--- src/rtl/fop_pkg.sv ---
// Shared types and defaults for the fop scheduler.
// Holds the controller state encoding and default sizing.
package fop_pkg;

    typedef enum logic [1:0] {
        INIT,
        IDLE,
        RUN,
        DONE
    } fop_sched_state_t;

    localparam int FOP_NREQ       = 4;
    localparam int FOP_LEN_W      = 8;
    localparam int FOP_RST_CYCLES = 2;

endpackage

--- src/rtl/fop_rr_arb.sv ---
// Combinational round-robin arbiter.
// Scans upward from pointer with wrap; first set request wins.
module fop_rr_arb #(
    parameter  int NREQ = 4,
    localparam int IW   = $clog2(NREQ)
) (
    input  logic [NREQ-1:0] req,
    input  logic [IW-1:0]   pointer,
    output logic            valid,
    output logic [IW-1:0]   winner,
    output logic [NREQ-1:0] winner_oh
);

    logic [IW-1:0] idx;

    always_comb begin
        valid     = 1'b0;
        winner    = '0;
        winner_oh = '0;
        idx       = '0;
        for (int i = 0; i < NREQ; i++) begin
            idx = IW'((int'(pointer) + i) % NREQ);
            if (!valid && req[idx]) begin
                valid  = 1'b1;
                winner = idx;
            end
        end
        if (valid) winner_oh[winner] = 1'b1;
    end

endmodule

--- src/rtl/fop_sched.sv ---
// Shares one fop between NREQ requesters: reset sequencing,
// round-robin grant and fixed-length enable windows.
module fop_sched
    import fop_pkg::*;
#(
    parameter  int NREQ          = FOP_NREQ,
    parameter  int LEN_W         = FOP_LEN_W,
    parameter  int RST_CYCLES    = FOP_RST_CYCLES,
    parameter  int RESET_BETWEEN = 0,
    localparam int IW            = $clog2(NREQ)
) (
    input  logic                       clk,
    input  logic                       reset,
    input  logic [NREQ-1:0]            req,
    input  logic [NREQ-1:0][LEN_W-1:0] req_len,
    output logic [NREQ-1:0]            gnt,
    output logic [NREQ-1:0]            done,
    output logic                       busy,
    output logic [IW-1:0]              owner,
    output logic                       fop_reset,
    output logic                       fop_enable
);

    fop_sched_state_t state_q, state_d;
    logic [NREQ-1:0]  gnt_q, gnt_d;
    logic [NREQ-1:0]  done_q, done_d;
    logic             busy_q, busy_d;
    logic [IW-1:0]    owner_q, owner_d;
    logic [IW-1:0]    ptr_q, ptr_d;
    logic [LEN_W-1:0] cnt_q, cnt_d;
    logic             fop_reset_q, fop_reset_d;
    logic             fop_enable_q, fop_enable_d;

    logic             arb_valid;
    logic [IW-1:0]    arb_idx;
    logic [NREQ-1:0]  arb_oh;

    fop_rr_arb #(
        .NREQ(NREQ)
    ) u_arb (
        .req      (req),
        .pointer  (ptr_q),
        .valid    (arb_valid),
        .winner   (arb_idx),
        .winner_oh(arb_oh)
    );

    always_comb begin
        state_d      = state_q;
        gnt_d        = gnt_q;
        done_d       = '0;
        owner_d      = owner_q;
        ptr_d        = ptr_q;
        cnt_d        = cnt_q;
        fop_reset_d  = fop_reset_q;
        fop_enable_d = fop_enable_q;
        unique case (state_q)
            INIT: begin
                if (cnt_q == LEN_W'(RST_CYCLES - 1)) begin
                    state_d     = IDLE;
                    fop_reset_d = 1'b0;
                    cnt_d       = '0;
                end else begin
                    cnt_d = cnt_q + LEN_W'(1);
                end
            end
            IDLE: begin
                if (arb_valid) begin
                    state_d      = RUN;
                    gnt_d        = arb_oh;
                    owner_d      = arb_idx;
                    fop_enable_d = 1'b1;
                    // A zero length still runs one cycle, so the count never wraps
                    cnt_d = (req_len[arb_idx] == '0) ? LEN_W'(1)
                                                    : req_len[arb_idx];
                end
            end
            RUN: begin
                if (cnt_q == LEN_W'(1)) begin
                    state_d          = DONE;
                    fop_enable_d     = 1'b0;
                    gnt_d            = '0;
                    done_d[owner_q]  = 1'b1;
                    ptr_d = (owner_q == IW'(NREQ - 1)) ? '0
                                                       : owner_q + IW'(1);
                end else begin
                    cnt_d = cnt_q - LEN_W'(1);
                end
            end
            DONE: begin
                cnt_d = '0;
                if (RESET_BETWEEN != 0) begin
                    state_d     = INIT;
                    fop_reset_d = 1'b1;
                end else begin
                    state_d = IDLE;
                end
            end
            default: state_d = INIT;
        endcase
        busy_d = (state_d != IDLE);
    end

    always_ff @(posedge clk or negedge reset) begin
        if (!reset) begin
            state_q      <= INIT;
            gnt_q        <= '0;
            done_q       <= '0;
            busy_q       <= 1'b1;
            owner_q      <= '0;
            ptr_q        <= '0;
            cnt_q        <= '0;
            fop_reset_q  <= 1'b1;
            fop_enable_q <= 1'b0;
        end else begin
            state_q      <= state_d;
            gnt_q        <= gnt_d;
            done_q       <= done_d;
            busy_q       <= busy_d;
            owner_q      <= owner_d;
            ptr_q        <= ptr_d;
            cnt_q        <= cnt_d;
            fop_reset_q  <= fop_reset_d;
            fop_enable_q <= fop_enable_d;
        end
    end

    assign gnt        = gnt_q;
    assign done       = done_q;
    assign busy       = busy_q;
    assign owner      = owner_q;
    assign fop_reset  = fop_reset_q;
    assign fop_enable = fop_enable_q;

endmodule

--- config.mk ---
export PLATFORM = sky130hd
export DESIGN_NAME = fop_sched
export DESIGN_NICKNAME = d
export VERILOG_FILES = /design/src/rtl/fop_pkg.sv /design/src/rtl/fop_rr_arb.sv /design/src/rtl/fop_sched.sv
export SDC_FILE = /design/constraint.sdc
export NUM_CORES = 1
export LEC_CHECK = 0
export CAP_MARGIN = 20
export CORE_MARGIN = 5
export CORE_UTILIZATION = 50
export CTS_BUF_LIST = sky130_fd_sc_hd__clkbuf_4 sky130_fd_sc_hd__clkbuf_8
export DETAILED_ROUTE_END_ITERATION = 8
export GPL_TIMING_DRIVEN = 0
export PLACE_DENSITY = 0.85
export SETUP_SLACK_MARGIN = 0.02
export SLEW_MARGIN = 20
export SYNTH_ARGS = -nofsm -noshare
export SYNTH_HDL_FRONTEND = slang
export SYNTH_SLANG_ARGS = --single-unit
--- constraint.sdc ---
create_clock -name clk -period 2.9 [get_ports clk]
set_clock_uncertainty 0.05 [all_clocks]
set_input_delay 0.435 -clock clk [delete_from_list [all_inputs] [get_ports clk]]
set_output_delay 0.435 -clock clk [all_outputs]
set_load 0.005 [all_outputs]
=== Word level (Yosys, flattened, before mapping) ===
Index checks and enable logic that the tools add are counted.

* Register bits after elaboration: 25
* Input port bits: 38
* Output and inout bits: 13
* Logic and storage cells: 88

* Add/subtract/negate cells: 6
* $lt $le $gt $ge: 8
* Equal/unequal tests: 9
* Muxes and demuxes: 40
* Reductions and logical operators: 16

{| class="wikitable"
|+ Operators with widths
! operator !! number
|-
| 2-to-1 mux 8 bit || 5
|-
| one-hot mux 8 bit (4 select lines) || 1
|-
| less-than comparator 2 x 3 -> 1 bit (second input constant) || 6
|-
| binary-select mux 8 bit (select 2 bit) || 1
|-
| 2-to-1 mux 2 bit || 8
|-
| 2-to-1 mux 4 bit || 4
|-
| 2-to-1 mux 1 bit || 12
|-
| adder 8 x 1 -> 8 bit (second input constant) || 1
|-
| binary-select mux 1 bit (select 2 bit) || 4
|-
| == test 8 x 1 -> 1 bit (second input constant) || 1
|-
| logical NOT 8 bit || 1
|-
| one-hot mux 2 bit (4 select lines) || 1
|-
| one-hot mux 4 bit (2 select lines) || 1
|-
| AND reduction 2 bit || 4
|-
| subtractor 8 x 1 -> 8 bit (second input constant) || 1
|-
| == test 2 bit (second input constant) || 3
|-
| inequality test 2 bit (second input constant) || 3
|-
| logical AND 1 bit || 5
|-
| adder 2 x 1 -> 2 bit (second input constant) || 2
|-
| adder 2 bit (second input constant) || 2
|-
| demux 1 bit (select 2 bit) || 2
|-
| >= comparator 2 x 1 -> 1 bit (second input constant) || 2
|-
| logical NOT 1 bit || 3
|-
| AND reduction 3 bit || 1
|-
| other kinds (5) || 5
|}

=== Longest topological paths before layout ===
Gate-level depths: netlist (run 1).

* Depth after elaboration: 18
* Mapped depth: 9

=== Hierarchy ===
A second synthesis (run 1) with hierarchy kept.

* Cells, all modules: 213
* Area, all modules: 2,077.0 sq um

{| class="wikitable"
|+ By module, submodules not included
! module !! instances !! cells an instance !! area an instance (sq um)
|-
| fop_sched || 1 || 180 || 1,865.5
|-
| fop_rr_arb || 1 || 33 || 211.5
|}

=== Least setup slack after synthesis (run 1) ===
OpenSTA, ideal clock, no wires.

* Kind: reg-to-reg
* From: register cnt_q[2]
* To: register cnt_q[1]
* Setup time: 0.134 ns
* Arrival: 2.196 ns
* Path slack: 0.520 ns
* Stages on the path, launching flop included: 7
* Period minus slack after synthesis: 2.380 ns
* Path through: dfrtp_1 or4_4 or4b_4 and2_1 a221oi_1 o21ai_0 a21boi_0

* Cells in the longest elaborated chain, start to end: 3
* Elaborated cells on any way between the ends: 5
* Those cells by class: eq/ne: 2; mux: 2; reduce/logical: 1

{| class="wikitable"
|+ Ends and longest elaborated chain
! item !! line !! RTL
|-
| start, declared || fop_sched.sv:30 || <nowiki>logic [LEN_W-1:0] cnt_q, cnt_d;</nowiki>
|-
| start signal, assigned || fop_sched.sv:122 || <nowiki>cnt_q <= cnt_d;</nowiki>
|-
| == test 8 x 1 -> 1 bit (*) || fop_sched.sv:59, fop_sched.sv:79 ||
|-
| 2-to-1 mux 8 bit or inequality test 2 bit (tied branches) || - ||
|-
| one-hot mux 8 bit (4 select lines) or AND reduction 2 bit (tied branches) || - ||
|}

Mark *: on every way between the ends. The rest lies on a longest branch, timed or not.
A chain may end at the register's enable or synchronous reset.

=== Worst setup path after layout (run 1) ===
* From: input port req[0]
* To: register cnt_q[0]

* Cells in the longest elaborated chain, start to end: 18
* Elaborated cells on any way between the ends: 30
* Those cells by class: eq/ne: 1; mux: 21; reduce/logical: 8

{| class="wikitable"
|+ Ends and longest elaborated chain
! item !! line !! RTL
|-
| start, declared || fop_sched.sv:14 || <nowiki>input logic [NREQ-1:0] req,</nowiki>
|-
| binary-select mux 1 bit (select 2 bit) || fop_rr_arb.sv:23 || <nowiki>if (!valid && req[idx]) begin</nowiki>
|-
| 2-to-1 mux 1 bit (implied by the code) || fop_rr_arb.sv:23 ||
|-
| 2-to-1 mux 1 bit || fop_rr_arb.sv:23 ||
|-
| logical NOT 1 bit || fop_rr_arb.sv:23 ||
|-
| logical AND 1 bit || fop_rr_arb.sv:23 ||
|-
| 2-to-1 mux 1 bit || fop_rr_arb.sv:23 ||
|-
| logical NOT 1 bit || fop_rr_arb.sv:23 ||
|-
| logical AND 1 bit || fop_rr_arb.sv:23 ||
|-
| (+2 left out) || - ||
|-
| logical AND 1 bit || fop_rr_arb.sv:23 ||
|-
| 2-to-1 mux 2 bit || fop_rr_arb.sv:23 ||
|-
| binary-select mux 8 bit (select 2 bit) || fop_sched.sv:74, fop_sched.sv:75 ||
|-
| 2-to-1 mux 8 bit (implied by the code) || fop_sched.sv:74, fop_sched.sv:75 ||
|-
| logical NOT 8 bit || fop_sched.sv:74 || <nowiki>cnt_d = (req_len[arb_idx] == '0) ? LEN_W'(1)</nowiki>
|-
| 2-to-1 mux 8 bit || fop_sched.sv:74 ||
|-
| 2-to-1 mux 8 bit || fop_sched.sv:68 || <nowiki>if (arb_valid) begin</nowiki>
|-
| one-hot mux 8 bit (4 select lines) || fop_sched.sv:57 || <nowiki>unique case (state_q)</nowiki>
|}

Several ways; a longest one is shown, not always the timed one. The select of a mux whose other input is x is not followed.

==> flow_metrics.py, run 1 <==
metrics = {
    "critical_path": {
        "slowest_stage": "clkdlybuf4s50_1",
        "cp_data_required_time_ns": 3.04,
        "rrSetupSlack_ns": 0.29,
        "end_kind": "flip-flop",
        "worst-path-buf-inv": 3,
        "cp_common_cell": "mux2i_1",
        "crit_family": "buffers and inverters",
        "cp_max_fo": 10,
        "max_stage_delay_ns": 0.47,
        "critPathKind": "in2reg",
        "crit_chain": "clkdlybuf4s50_1, a21oi_1, o21ai_1, o2bb2a_1, clkbuf_1, clkbuf_4, mux2i_1, mux2i_1, or4bb_1, o211ai_1",
        "critPathArrivalTime_ns": 2.79,
        "cp-start-kind": "input port",
    },
    "clocking": {
        "clock_sinks": 25,
        "cts_tree": "done",
        "cts_hold_buf": 0,
        "cts_buffers": 3,
        "clockBufferDepth": 2,
        "clkTransAtPathRegs_ns": 0.09,
        "insertion_delay_ns": 0.27,
        "h-tree-depth": 1,
        "root_buffer": "clkbuf_8",
    },
    "layout": {
        "diodes": 0,
        "final_nets": 306,
        "finalInstanceArea_um2": 2500,
        "drive_gt1_share_pct": 10.2,
        "area_growth_pct": 32.5,
        "layout.cells.non_filler": 303,
    },
    "drt": {
        "drtAntennaViolNets": 0,
        "wirelength_mm": 4.60,
        "wl_per_cell_um": 15.2,
        "via_per_inst": 5.74,
        "drt-pass1-iter-count": 4,
        "drtIter0Drc": 104,
        "num_vias": 1740,
        "drc": 0,
    },
    "timing": {
        "slew_violations": 0,
        "fin_crit_ns": 2.65,
        "setup_tns_ns": 0,
        "final_hold_viol_count": 0,
        "post-route-period-util_pct": 91.4,
        "rsz0062_at_grt": "no",
        "setup_slack_ns": 0.249,
        "setup_viol": 0,
        "fmax_ghz": 0.377,
        "worst_pin_slew_ns": 0.556,
        "hold-worst-slack_ns": 0.0860,
        "maxSlewHeadroom_pct": 62.9,
    },
    "logic_synthesis": {
        "synth_common_cells": "23 x dfrtp_1, 23 x mux2i_1, 17 x nand2_1",
        "yosys.area_share.simple_pct": 20.7,
        "yosys.area.top_type": "dfrtp_1",
        "yosysSeqAreaShare_pct": 33.2,
        "yosys.area_share.adder_pct": 7.95,
        "netlist_area_um2": 1890,
        "synth_compound_area_share_pct": 17.2,
        "yosysWarnings": 0,
        "synth_top_area_share_pct": 30.5,
        "synth-edff-count": 0,
        "ys_seq_elements": 25,
        "async_flop_share_pct": 100,
        "ys.flop_type": "dfrtp_1",
        "synthCells": 201,
        "synth_area_leaders": "dfrtp_1 30%, mux2i_1 12%, ha_1 7.9%",
        "synth_xor_area_share_pct": 2.78,
        "synth_cell_types": 49,
        "synthMuxAreaShare_pct": 14.6,
        "syn_avg_cell_area_um2": 9.40,
        "synth_fp_nets": 251,
        "synth_top_family_by_area": "simple AND/OR/NAND/NOR gates",
    },
    "die": {
        "rows": 22,
        "die-area_um2": 5110,
        "core_area_um2": 3660,
        "start_util_pct": 51.6,
        "io_pins": 51,
        "die_w_um": 71.5,
        "die_h_um": 71.5,
    },
    "run_status": {
        "status": "finished clean",
    },
    "global_routing": {
        "grt_pass1_wl_mm": 8.16,
        "grt_antenna_before_repair": 0,
        "grt_max_degree": 26,
        "grt_pass1_vias": 1835,
        "overflow": 0,
        "grt_usage_pct": 19.1,
    },
    "power": {
        "p_leak_uw": 0.00107,
        "powerDensity_nw_per_um2": 819,
        "peakVddDrop_mv": 0.347,
    },
    "place": {
        "postPlaceCellArea_um2": 2450,
        "post-dp-hpwl_mm": 3.62,
        "numPlacedInstances": 299,
        "gp_congestion": 0.859,
        "io_buffer_count": 50,
        "dp_slack_ns": -0.298,
    },
    "flow_run": {
        "maxCapViolCount": 0,
    },
    "min_path": {
        "hp-class": "in2async",
    },
}
timing repair:
| action | CTS | global route |
|---|---|---|
| gates resized for setup | 1 | 4 |
| setup endpoints to repair | 1 | 1 |
| buffers inserted | 0 | 0 |
cells by family (layout without fill, tap and decap cells):
family	count (synthesis)	in the layout
buffers and inverters	17	71
AND/OR/NAND/NOR	64	64
flip-flops	25	25
adder cells (fa/ha/maj)	12	12
AO/OA/AOI/OAI	50	50
XOR/XNOR	6	6
multiplexers	27	27
per-layer routing:
| layer | global-route usage, % | wire, um | vias up |
|---|---|---|---|
| li1 | - | - | 851 |
| met5 | 0 | 0 | - |
| met3 | 4.63 | 333 | 8 |
| met4 | 3.55 | 54 | 0 |
| met2 | 33.3 | 2210 | 65 |
| met1 | 24.2 | 1990 | 816 |
registers in the layout, summed over array words and instances, names as in the netlist:
register / cells
gnt: 4
done: 4
cnt_q: 8
state_q: 2
busy: 1
ptr_q: 2
fop_enable: 1
owner: 2
fop_reset: 1
through the flow:
step,util [%],total power [uW]
after CTS,68.3,2030
after detailed placement,66.9,1820
after floorplan,-,1430
final,68.4,2050
after global routing,68.4,2230
after global placement,66.9,1780
layout by cell type, fill, tap and decap left out, drive strengths merged, types with 2 or more instances in the layout:
cell	count
a21boi	2
a21oi	14
a22oi	6
and2	2
and3	7
buf	3
clkbuf	8
clkdlybuf4s50	49
dfrtp	23
dfstp	2
ha	12
inv	10
mux2	4
mux2i	23
nand2	17
nand2b	5
nand3	2
nor2	8
nor2b	2
nor3	3
nor4	6
nor4b	4
o211ai	2
o21ai	13
o31ai	2
or4	3
xor2	5
area by class of cell:
| class | count | area [um^2] |
|---|---|---|
| multi-input combinational | 159 | 1190 |
| fill | 303 | 1160 |
| sequential | 25 | 628 |
| timing repair buffer | 50 | 495 |
| tap | 48 | 60.1 |
| clock buffer | 3 | 41.3 |
| buffer | 7 | 38.8 |
| inverter | 10 | 37.5 |
| clock inverter | 1 | 7.51 |
power by group:
part	switching, uW	internal [uW]
Sequential	144	459
Clock	115	97.5
Combinational	650	583
Total	910	1140
final timing paths:
| kind | from | end | cells past startpoint |
|---|---|---|---|
| max | req[0] | cnt_q[0] | 10 |
| min in group clk | fop_reset | fop_reset | 1 |
| min reg2reg | fop_reset | fop_reset | 1 |
| max reg2reg | cnt_q[2] | cnt_q[0] | 7 |
| min | reset | state_q[0] | 1 |
| max in group asynchronous | reset | gnt[0] | 1 |
No activity file was read; power rests on OpenSTA's default activity.
==> run 2, diff against run 1 <==
CORE_UTILIZATION = 51   (was 50)
SYNTH_HIERARCHICAL = 1   (was unset)
==> flow_metrics.py, run 2 <==
metrics = {
    "logic_synthesis": {
        "yosysSeqAreaShare_pct": 30.2,
        "synth_top_area_share_pct": 27.7,
        "synthCells": 213,
        "synth_cell_types": 60,
        "synth_area_leaders": "dfrtp_1 28%, ha_1 6.6%, mux4_2 4.3%",
        "ys.flop_type": "dfrtp_1",
        "yosysWarnings": 6,
        "ys_seq_elements": 25,
        "async_flop_share_pct": 100,
        "synth_fp_nets": 262,
        "syn_avg_cell_area_um2": 9.75,
        "netlist_area_um2": 2080,
        "synth-edff-count": 0,
        "synth.most_common_cell": "dfrtp_1",
        "synth_common_cells": "23 x dfrtp_1, 15 x a21oi_1, 14 x nor2_1, 13 x nand2_1",
        "yosys.area.top_type": "dfrtp_1",
    },
    "layout": {
        "seqCellArea_um2": 628,
        "final_common_cell": "clkdlybuf4s50_1",
        "final_nets": 315,
        "largest-register": "cnt_q",
        "layout_common_cells": "47 x clkdlybuf4s50_1, 23 x dfrtp_1, 15 x a21oi_1",
        "drive_gt1_share_pct": 17.0,
        "multi_input_area_um2": 1300,
        "fillCellCount": 318,
        "diodes": 0,
        "area_growth_pct": 29.6,
        "largest_register_ffs": 8,
    },
    "timing": {
        "fin_crit_ns": 2.65,
        "final_hold_viol_count": 0,
        "setup_slack_ns": 0.248,
        "slew_violations": 0,
        "rsz0062_at_grt": "no",
        "fmax_ghz": 0.377,
        "post-route-period-util_pct": 91.4,
        "maxSlewHeadroom_pct": 57.0,
        "setup_tns_ns": 0,
        "setup_viol": 0,
        "worst_pin_slew_ns": 0.643,
    },
    "run_status": {
        "status": "finished clean",
    },
    "place": {
        "dp_slack_ns": -0.362,
        "post-dp-hpwl_mm": 3.95,
        "io_buffer_count": 47,
        "gp_congestion": 0.869,
    },
    "flow_run": {
        "maxCapViolCount": 0,
    },
    "power": {
        "peakVddDrop_mv": 0.243,
        "powerDensity_nw_per_um2": 259,
        "p_leak_uw": 0.00113,
    },
    "critical_path": {
        "crit_chain": "buf_6, mux2i_1, nor2_1, a311oi_4, buf_6, mux4_2, a221oi_2, o21ai_0",
        "slowest_stage": "mux4_2",
        "cp_common_cell": "buf_6",
        "crit_family": "compound AO/OA/AOI/OAI gates",
        "critPathKind": "reg2reg",
        "max_stage_delay_ns": 0.57,
        "worst-path-buf-inv": 2,
        "critPathArrivalTime_ns": 2.76,
        "cp_data_required_time_ns": 3.01,
        "cp-start-kind": "flip-flop",
        "cp_max_fo": 10,
        "end_kind": "flip-flop",
    },
    "clocking": {
        "root_buffer": "clkbuf_8",
        "clockBufferDepth": 2,
        "cts_hold_buf": 0,
        "cts_tree": "done",
        "cts_buffers": 3,
        "insertion_delay_ns": 0.27,
        "clkTransAtPathRegs_ns": 0.10,
        "clock_sinks": 25,
        "postCtsSetupRepairBufs": 0,
        "h-tree-depth": 1,
    },
    "die": {
        "start_util_pct": 52.3,
        "die-area_um2": 5450,
        "die_h_um": 73.8,
        "die_w_um": 73.8,
        "core_area_um2": 3970,
        "rows": 23,
        "io_pins": 51,
    },
    "drt": {
        "drt-pass1-iter-count": 4,
        "num_vias": 1850,
        "drtAntennaViolNets": 0,
        "wl_per_cell_um": 16.0,
        "drc": 0,
        "wirelength_mm": 5.05,
        "via_per_inst": 5.87,
        "drtIter0Drc": 160,
    },
    "global_routing": {
        "grt_max_degree": 17,
        "grt_pass1_vias": 1880,
        "overflow": 0,
        "grt_usage_pct": 20.0,
        "grt_antenna_before_repair": 0,
        "grt_pass1_wl_mm": 8.59,
    },
    "min_path": {
        "hp-class": "reg2reg",
    },
}
==> run 2: changes by cell type after synthesis, moves of 4 or more <==
cell,delta
mux4_2,+4
a22oi_1,-4
nand2_1,-4
nor3_1,+4
nor2_1,+6
a22o_1,+4
nand3_1,+5
buf_6,+6
mux2i_1,-19
nor4_1,-4
==> run 2: cell type report <==
cell class / count / area share [%]
plain buffers: 15 / 4.51
repair buffers: 48 / 18.0
clock buffers: 3 / 1.53
well taps: 50 / 2.32
flip-flops and latches: 25 / 23.3
clock inverters: 1 / 0.325
inverters: 11 / 1.53
multi-input cells: 162 / 48.4
==> run 2: worst paths after layout <==
check	start	endpoint	slack (ns)	cells past startpoint
setup / recovery	ptr_q[1]	cnt_q[4]	0.25	8
hold / removal	fop_reset	fop_reset	0.44	1
setup reg to reg	ptr_q[1]	cnt_q[4]	0.25	8
hold reg to reg	fop_reset	fop_reset	0.44	1
max in group asynchronous	reset	fop_reset	1.71	2
min in group asynchronous	reset	gnt[3]	0.50	1
==> run 2: where the power goes <==
group	total [uW]	switching, uW	internal, uW	leakage, uW
sequential	348	0	348	0.000323
combinational	120	46.8	73.6	0.000785
clock	228	127	101	0.0000261
==> run 2: what timing repair did <==
action,4_1_cts,5_1_grt
cloned,0,0
endpoints found under the setup margin,3,1
gates resized for setup,1,1
pin swaps,0,0
hold endpoints to repair,0,0
==> run 2: kinds of logic (layout without fill, tap and decap cells) <==
| family | count (synthesis) | in the layout | synth area share (%) |
|---|---|---|---|
| AND/OR/NAND/NOR | 69 | 69 | 19.0 |
| flip-flops | 25 | 25 | 30.2 |
| multiplexers | 14 | 14 | 11.7 |
| XOR/XNOR | 4 | 4 | 1.69 |
| buffers and inverters | 26 | 78 | 7.83 |
| adder cells (fa/ha/maj) | 11 | 11 | 6.63 |
| AO/OA/AOI/OAI | 64 | 64 | 22.9 |
==> run 2: stage by stage <==
| step | cell area (um^2) | utilization, % | hold slack (ns) | cells | power, uW |
|---|---|---|---|---|---|
| after floorplan | 2080 | - | 0.0894 | 213 | 405 |
| after global placement | 2610 | 65.7 | 0.417 | 310 | 468 |
| after detailed placement | 2630 | 66.1 | 0.423 | 311 | 473 |
| after CTS | 2680 | 67.5 | 0.438 | 315 | 695 |
| after global routing | 2690 | 67.8 | 0.463 | 315 | 717 |
| final | 2690 | 67.8 | 0.437 | 315 | 697 |
==> run 2: metal layers <==
| layer | routed length [um] | part of all wire [%] | up-vias | GRT usage (%) |
|---|---|---|---|---|
| met5 | 0 | 0 | - | 0 |
| met4 | 61 | 1.2 | 0 | 6.44 |
| met3 | 371 | 7.4 | 9 | 2.19 |
| met2 | 2490 | 49 | 74 | 33.9 |
| met1 | 2120 | 42 | 863 | 26.6 |
| li1 | - | - | 904 | - |
